## config.mk

```make
export PLATFORM = sky130hd
export DESIGN_NAME = game_ctrl
export DESIGN_NICKNAME = d
export VERILOG_FILES = /design/src/rtl/game_ctrl.sv
export SDC_FILE = /design/constraint.sdc
export NUM_CORES = 1
export LEC_CHECK = 0
export CAP_MARGIN = 0
export CORE_ASPECT_RATIO = 0.9
export CORE_MARGIN = 5
export CORE_UTILIZATION = 40
export CTS_CLUSTER_DIAMETER = 80
export DETAILED_ROUTE_END_ITERATION = 10
export GPL_TIMING_DRIVEN = 0
export HOLD_SLACK_MARGIN = 0.08
export SKIP_LAST_GASP = 1
export SLEW_MARGIN = 40
export SYNTH_ARGS = -nofsm -noshare
export SYNTH_HDL_FRONTEND = slang
export SYNTH_SLANG_ARGS = --single-unit
```

## constraint.sdc

```tcl
create_clock -name clk -period 2.58 [get_ports clk]
set_input_delay 0.516 -clock clk [delete_from_list [all_inputs] [get_ports clk]]
set_output_delay 0.516 -clock clk [all_outputs]
set_load 0.02 [all_outputs]
```

## src/rtl/game_ctrl.sv

```systemverilog
// rtl/game_ctrl.sv - game sequencing FSM: start/pause/resume/game-over, lives, level and tick strobe
module game_ctrl #(
    parameter int TICK_DIV    = 25000,
    parameter int PAUSE_TICKS = 32,
    parameter int LIVES       = 3
) (
    input  logic       clk,
    input  logic       reset,
    input  logic       startPulse,
    input  logic       hit,
    input  logic       shipHit,
    input  logic       allDead,
    input  logic       landed,
    output logic       clear,
    output logic       ScoreClear,
    output logic       Enable,
    output logic [1:0] lives,
    output logic [2:0] level,
    output logic [2:0] state,
    output logic       gameOver
);

    localparam int PW = (TICK_DIV > 2) ? $clog2(TICK_DIV) : 1;
    localparam logic [PW-1:0] P_MAX      = PW'(TICK_DIV - 1);
    localparam logic [7:0]    PAUSE_LAST = 8'(PAUSE_TICKS - 1);
    localparam logic [1:0]    LIVES_INIT = 2'(LIVES);

    typedef enum logic [2:0] {
        S_IDLE   = 3'd0,
        S_INIT   = 3'd1,
        S_PLAY   = 3'd2,
        S_PAUSE  = 3'd3,
        S_RESUME = 3'd4,
        S_OVER   = 3'd5
    } state_t;

    state_t          r_state;
    logic [1:0]      r_lives;
    logic [2:0]      r_level;
    logic [PW-1:0]   r_presc;
    logic [7:0]      r_pause;
    logic [3:0]      r_hits;

    logic            w_wrap;
    logic [PW-1:0]   w_presc_next;
    logic            w_bonus;

    assign w_wrap       = (r_presc == P_MAX);
    assign w_presc_next = w_wrap ? '0 : r_presc + PW'(1);
    assign w_bonus      = hit && (r_hits == 4'hF);

    always_ff @(posedge clk or negedge reset) begin
        if (!reset) begin
            r_state <= S_IDLE;
            r_lives <= 2'd0;
            r_level <= 3'd0;
            r_presc <= '0;
            r_pause <= 8'd0;
            r_hits  <= 4'd0;
        end else begin
            case (r_state)
                S_IDLE, S_OVER: begin
                    // New game values are loaded on entry so they are visible during INIT.
                    if (startPulse) begin
                        r_state <= S_INIT;
                        r_lives <= LIVES_INIT;
                        r_level <= 3'd0;
                        r_hits  <= 4'd0;
                        r_presc <= '0;
                        r_pause <= 8'd0;
                    end
                end
                S_INIT: begin
                    r_state <= S_PLAY;
                    r_lives <= LIVES_INIT;
                    r_level <= 3'd0;
                    r_hits  <= 4'd0;
                    r_presc <= '0;
                    r_pause <= 8'd0;
                end
                S_PLAY: begin
                    r_presc <= w_presc_next;
                    if (hit) begin
                        r_hits <= r_hits + 4'd1;
                    end
                    if (landed) begin
                        r_state <= S_OVER;
                        r_lives <= 2'd0;
                        r_presc <= '0;
                    end else if (shipHit) begin
                        if (r_lives <= 2'd1) begin
                            r_state <= S_OVER;
                            r_lives <= 2'd0;
                            r_presc <= '0;
                        end else begin
                            r_state <= S_PAUSE;
                            r_lives <= r_lives - 2'd1;
                            r_presc <= '0;
                            r_pause <= 8'd0;
                        end
                    end else begin
                        if (w_bonus && (r_lives != 2'd3)) begin
                            r_lives <= r_lives + 2'd1;
                        end
                        if (allDead) begin
                            r_state <= S_PAUSE;
                            r_presc <= '0;
                            r_pause <= 8'd0;
                            if (r_level != 3'd7) begin
                                r_level <= r_level + 3'd1;
                            end
                        end
                    end
                end
                S_PAUSE: begin
                    // Prescaler restarts on entry, so the pause is exactly PAUSE_TICKS*TICK_DIV cycles.
                    r_presc <= w_presc_next;
                    if (w_wrap) begin
                        if (r_pause == PAUSE_LAST) begin
                            r_state <= S_RESUME;
                            r_pause <= 8'd0;
                        end else begin
                            r_pause <= r_pause + 8'd1;
                        end
                    end
                end
                S_RESUME: begin
                    r_state <= S_PLAY;
                    r_presc <= '0;
                end
                default: begin
                    r_state <= S_IDLE;
                    r_presc <= '0;
                    r_pause <= 8'd0;
                end
            endcase
        end
    end

    assign clear      = (r_state == S_INIT) || (r_state == S_RESUME);
    assign ScoreClear = (r_state == S_INIT);
    assign Enable     = (r_state == S_PLAY) && w_wrap;
    assign gameOver   = (r_state == S_OVER);
    assign lives      = r_lives;
    assign level      = r_level;
    assign state      = r_state;

endmodule

```

==> results of run 1 <==
[power breakdown]
part / leakage [µW] / switching [µW] / internal [µW]
clock network: 0.0000644 / 218 / 386
registers: 0.000473 / 75.5 / 619
logic: 0.000580 / 739 / 492
total: 0.00112 / 1030 / 1500
[metrics by stage]
step           setup WS, ns  std cells  hold WS, ns  power [µW]
3_5_place_dp        -0.0594        332        0.512        1930
5_1_grt              0.0798        340        0.211        2730
6_report              0.204        340        0.180        2530
4_1_cts              0.0183        340        0.193        2540
3_3_place_gp        0.00384        332        0.523        1910
2_1_floorplan         0.576        245        0.220        1540
[worst max path at each step]
stage / from / endpoint / cells after the start
final: r_presc[0] / Enable / 6
after CTS: r_presc[0] / Enable / 6
after detailed placement: landed / r_presc[0] / 6
after floorplan: shipHit / r_pause[0] / 5
after global placement: r_presc[0] / Enable / 6
after global routing: r_presc[0] / Enable / 6
[cell usage in the layout (no fill, tap or decap), types with 4 or more instances in the layout]
cell,synthesis,layout
a21oi_1,9,9
a22o_1,4,4
a31oi_1,7,7
buf_2,8,8
clkbuf_8,0,5
clkdlybuf4s50_1,0,12
dfrtp_1,35,35
ha_1,8,7
inv_1,10,10
mux2_2,6,6
mux2i_1,6,6
nand2_1,20,20
nand2b_1,6,6
nand3_1,10,10
nand3b_1,4,4
nor2_1,19,19
nor3_1,4,4
o21ai_0,13,13
o31ai_1,5,5
o41ai_1,4,4
or3_1,6,6
xnor2_1,6,5
[area by class of cell]
type | count | area, µm²
buffer | 12 | 58.8
clock buffer | 5 | 68.8
clock inverter | 3 | 67.6
fill | 538 | 2920
inverter | 10 | 37.5
multi-input combinational | 188 | 1310
sequential | 35 | 876
tap | 70 | 87.6
timing repair buffer | 17 | 170
[kinds of logic (layout without fill, tap and decap cells)]
group                    after synthesis  count (layout)  synth area share (%)
AND/OR/NAND/NOR                       94              94                  23.0
AO/OA/AOI/OAI                         67              67                  21.3
flip-flops                            35              35                  38.8
buffers and inverters                 22              47                  4.10
multiplexers                          12              12                  5.65
adder cells (fa/ha/maj)                9               9                  4.87
XOR/XNOR                               6               6                  2.33
[worst max-delay path, delay by kind of cell, from the launching register on]
kind	cells	cell delay [ns]
DFF	1	0.42
adders and majority gates	1	0.25
buffers and inverters	2	0.43
and+or+nand+nor	3	0.48
[per-layer routing]
layer  wire (µm)  part of all wire, %  global-route usage, %  vias to the layer above
li1            -                    -                      -                      979
met1        2840                   52                   25.0                      948
met2        2350                   43                   24.1                       29
met3         183                  3.4                   3.85                        5
met4          47                 0.87                   4.02                        0
met5           0                    0                      0                        -
[registers in the layout (all words and copies together) (netlist names)]
name and flops:
level 3, lives 2, r_pause 8, r_presc 15
r_hits 4, state 3
[timing repair]
item	4_1_cts	5_1_grt
gates resized for setup	3	8
endpoints found under the setup margin	1	4
hold buffers	0	0
==> reports/results.tsv, run 1 <==
stage	metric	value	unit
status	outcome	finished, final reports clean	
power	vdd_drop_max	0.000627	V
worst_setup_path	reg2reg_to	r_pause[0]	
die	die_h	81.3	µm
worst_setup_path	critPathMaxStageDelay	0.42	ns
synth	synth_area	2260	µm²
drt	ant_nets	0	
synth	ys_top_cells_by_count	dfrtp_1, nand2_1, nor2_1	
placement	hpwl	3.76	mm
synth	ys_seq_area_share	38.8	%
finish	design_area	2670	µm²
global_route	grt_max_degree	36	
timing	rsz0062_at_grt	false	
global_route	grt_pass1_vias	1924	
worst_setup_path	startpoint_type	flop	
worst_setup_path	critPathMaxFanout	10	
worst_setup_path	slowest_stage	dfrtp_1	
worst_setup_path	cp-end-kind	primary output	
synth	synth_nets	260	
global_route	grt_use_total	16.7	%
placement	placedInstanceArea	2510	µm²
die	rows	26	
timing	hold_violations	0	
synth	yosysTopAreaCellShare	38.8	%
timing	fin_crit	2.38	ns
clock_tree	cts_sinks	35	
synth	yosysUniqueCellTypes	54	
finish	finish.utilization	47.8	%
worst_setup_path	critical_path_class	reg2out	
drt	vias	1961	
timing	setup_viol	0	
clock_tree	cts_setup_buffers	0	
placement	io_buffer_count	17	
worst_setup_path	r2r_slack	0.39	ns
clock_tree	clkSlewWorstSetupHoldPaths	0.08	ns
synth	synth_area_leaders	dfrtp_1, ha_1, nand2_1	
drt	drc	0	
clock_tree	root_buffer	clkbuf_8	
synth	yosysWarningCount	0	
global_route	grt_antenna_before_repair	0	
synth	synth_most_common_cell	dfrtp_1	
synth	synth_top_cell_by_area	dfrtp_1	
worst_setup_path	worstPathCellList	ha_2 -> nor2b_1 -> nand4_1 -> clkbuf_4 -> nor2_1 -> clkbuf_2	
clock_tree	clock_path_buffers	2	
synth	synth_edf_count	0	
die	dieWidth	89.2	µm
worst_setup_path	r2r-start	state[0]	
drt	dr.pass1.iters	4	
global_route	grt_overflow	0	
clock_tree	htree_num_levels	2	
synth	synth_flop_cell	dfrtp_1	
power	p_leak	0.00112	µW
clock_tree	cts_tree	yes	
die	io_pins	19	
clock_tree	clkLatencyLatePin	0.29	ns
worst_setup_path	cp.arrival	1.86	ns
synth	ys_seq_elements	35	
global_route	grt_pass1_wl	9.49	mm
hold_path	hold_path_class	in2async	
drt	drt-initial-drc-count	79	
synth	synthArstFlopShare	100	%
die	core-area	5600	µm²
timing	skew	0.00859	ns
flow_run	cap_viol_max_count	0	
finish	diodes	0	
finish	drive_above_1_share	13.7	%
finish	synthToLayoutAreaGrowth	18.3	%
timing	slew_headroom	51.3	%
die	die-area	7250	µm²
synth	avgSynthCellArea	9.22	µm²
worst_setup_path	reg2reg_depth	5	
timing	fmax	0.421	GHz
drt	viasPerCell	5.77	
drt	drt_wl_total	5.42	mm
clock_tree	cts_buffers	5	
worst_setup_path	crit_required	2.06	ns
timing	maxSlewViolCount	0	
drt	wl_per_cell	16.0	µm
synth	synthCells	245	
timing	worstMarginPinSlew	0.731	ns
timing	tns	0	ns
placement	place_congestion	0.828	
finish	nNetsFinal	284	
die	start_util	40.4	%
power	power.density	946	nW/µm²
timing	min_period_over_period	92.1	%
Note: power is estimated with default switching activity, not from simulation.
==> inputs of run 2 (changes only) <==
- CTS_BUF_LIST: not set -> sky130_fd_sc_hd__clkbuf_8 sky130_fd_sc_hd__clkbuf_16
- REMOVE_ABC_BUFFERS: not set -> 1
==> run 2 against run 1 <==
Net effect:
- clock skew up 0.0033 ns
- count of clock-buffer cells in the layout unchanged
- worst hold slack worse by 0.014 ns
- setup slack worse by 0.060 ns
- global-route usage down 0.67 points
- register-to-register slack worse by 0.12 ns
- sequential share of layout area up 0.94 points
- power down 9.0%
==> reports/results.tsv, run 2 (same netlist as run 1, synthesis figures left out) <==
stage	metric	value	unit	change
placement	hpwl	3.54	mm	was 3.76 mm
placement	place_congestion	0.800		was 0.828
clock_tree	cts_buffers	5		unchanged
finish	synthToLayoutAreaGrowth	15.5	%	was 18.3%
worst_setup_path	crit_end	Enable		unchanged
timing	skew	0.0119	ns	was 0.00859 ns
finish	largest_registers	r_presc: 15 flops, r_pause: 8 flops, r_hits: 4 flops		unchanged
die	start_util	40.4	%	unchanged
die	io_pins	19		unchanged
timing	tns	0	ns	unchanged
timing	fin_crit	2.44	ns	was 2.38 ns
finish	final_cells	331		was 340
global_route	grt_pass1_vias	1849		was 1924
finish	multi_input_area	1330	µm²	was 1310 µm²
status	outcome	finished, final reports clean		unchanged
global_route	grt_util_met1	22.7	%	was 25.0%
drt	viasPerCell	5.79		was 5.77
worst_setup_path	reg2reg_depth	4		was 5
worst_setup_path	critical_path_class	reg2out		unchanged
clock_tree	root_buffer	clkbuf_8		unchanged
flow_run	cap_viol_max_count	0		unchanged
global_route	grt_antenna_before_repair	0		unchanged
drt	drt-initial-drc-count	153		was 79
finish	diodes	0		unchanged
worst_setup_path	critPathMaxFanout	17		was 10
timing	min_period_over_period	94.4	%	was 92.1%
placement	io_buffer_count	18		was 17
drt	drt_wl_total	5.28	mm	was 5.42 mm
finish	final_common_cell	dfrtp_1		unchanged
worst_setup_path	crit_required	2.06	ns	about the same
worst_setup_path	startpoint_type	flop		unchanged
finish	mostFrequentLayoutCells	dfrtp_1, nand2_1, nor2_1		unchanged
finish	fill_cells	540		was 538
finish	nNetsFinal	275		was 284
clock_tree	clkSlewWorstSetupHoldPaths	0.07	ns	was 0.08 ns
worst_setup_path	r2r_slack	0.27	ns	was 0.39 ns
finish	regMostFlops	r_presc		unchanged
placement	dp_slack	-0.232	ns	was -0.0594 ns
die	core-area	5600	µm²	unchanged
global_route	grt_busiest_layer	met2		was met1
timing	setup_viol	0		unchanged
timing	maxSlewViolCount	0		unchanged
hold_path	hold_path_class	in2async		unchanged
timing	rsz0062_at_grt	false		unchanged
finish	seqCellArea	880	µm²	was 876 µm²
worst_setup_path	reg2reg_to	r_pause[0]		unchanged
finish	drive_above_1_share	12.6	%	was 13.7%
finish	largest_reg_flops	15		unchanged
timing	worstMarginPinSlew	0.556	ns	was 0.731 ns
global_route	grt_max_degree	36		unchanged
global_route	met2_usage	23.4	%	was 24.1%
die	dieWidth	89.2	µm	unchanged
placement	placed_cells	321		was 332
timing	slew_headroom	62.0	%	was 51.3%
global_route	grt_use_total	16.0	%	was 16.7%
worst_setup_path	cp.arrival	1.92	ns	was 1.86 ns
clock_tree	postCtsHoldBufs	0		unchanged
drt	dr.pass1.iters	4		unchanged
die	die_h	81.3	µm	unchanged
power	vdd_drop_max	0.000582	V	was 0.000627 V
die	rows	26		unchanged
drt	drc	0		unchanged
clock_tree	clkLatencyLatePin	0.30	ns	was 0.29 ns
timing	finalWorstSetupSlack	0.144	ns	was 0.204 ns
timing	hold_violations	0		unchanged
worst_setup_path	cp-end-kind	primary output		unchanged
clock_tree	cts_sinks	35		unchanged
clock_tree	htree_num_levels	2		unchanged
worst_setup_path	critPathLaunch	state[0]		was r_presc[0]
global_route	grt_pass1_wl	9.02	mm	was 9.49 mm
die	die-area	7250	µm²	unchanged
power	power.density	882	nW/µm²	was 946 nW/µm²
drt	vias	1916		was 1961
drt	wl_per_cell	16.0	µm	about the same
global_route	grt_overflow	0		unchanged
timing	fmax	0.410	GHz	was 0.421 GHz
global_route	use_met3	3.75	%	was 3.85%
clock_tree	cts_tree	yes		unchanged
power	p_leak	0.00102	µW	was 0.00112 µW
drt	ant_nets	0		unchanged
worst_setup_path	r2r-start	state[0]		unchanged
clock_tree	clock_path_buffers	2		unchanged
run 2: cell count changes in the layout (fill, tap and decap cells not counted), sizes merged:
| cell | delta |
|---|---|
| bufinv | -2 |
| buf | -6 |
| clkdlybuf4s50 | +4 |
| dlymetal6s2s | -3 |
| dlygate4sd2 | +1 |
| clkbuf | -5 |
| clkinv | +1 |
| clkinvlp | +1 |
run 2: layer usage:
layer | wire length, µm | part of all wire (%)
met1 | 2720 | 51
met2 | 2290 | 43
met3 | 213 | 4.0
met4 | 58 | 1.1
met5 | 0 | 0
run 2: final cells by class:
type / count / share of cell area (%)
multi-input cells: 188 / 50.8
flip-flops and latches: 35 / 33.7
repair buffers: 20 / 7.33
well taps: 70 / 3.36
clock buffers: 5 / 2.64
inverters: 10 / 1.44
clock inverters: 3 / 0.767
run 2: power breakdown:
group,switching (µW),total [µW],leakage (µW),internal [µW]
Sequential,128,751,0.000469,623
Clock,228,416,0.0000402,188
Combinational,663,1140,0.000510,473
run 2: what timing repair did:
item	4_1_cts	5_1_grt
setup buffers	2	0
pin swaps	1	0
endpoints found under the setup margin	2	2
resized for setup	5	2
run 2: worst min-delay path by stage:
| stage | startpoint | end | slack (ns) | depth (start not counted) |
|---|---|---|---|---|
| after floorplan | reset | level[0] | 0.22 | 0 |
| after global placement | r_presc[14] | r_presc[14] | 0.52 | 1 |
| after detailed placement | reset | r_pause[7] | 0.51 | 1 |
| after CTS | reset | lives[0] | 0.18 | 1 |
| after global routing | reset | r_presc[9] | 0.21 | 1 |
| final | reset | r_pause[7] | 0.17 | 1 |
run 2: metrics by stage:
step                total power, µW  util (%)  hold WS (ns)  cell area (µm²)
floorplan                      1480         -         0.220             2200
global placement               1840      44.2         0.515             2470
detailed placement             1840      44.3         0.513             2480
CTS                            2300      46.3         0.182             2590
global route                   2480      46.6         0.208             2610
finish                         2300      46.6         0.166             2610
run 2: worst max-delay path, cell delays in order (launching register included):
cell,delay [ns]
dfrtp_2,0.54
or3b_2,0.58
nor2_1,0.15
dlygate4sd2_1,0.35
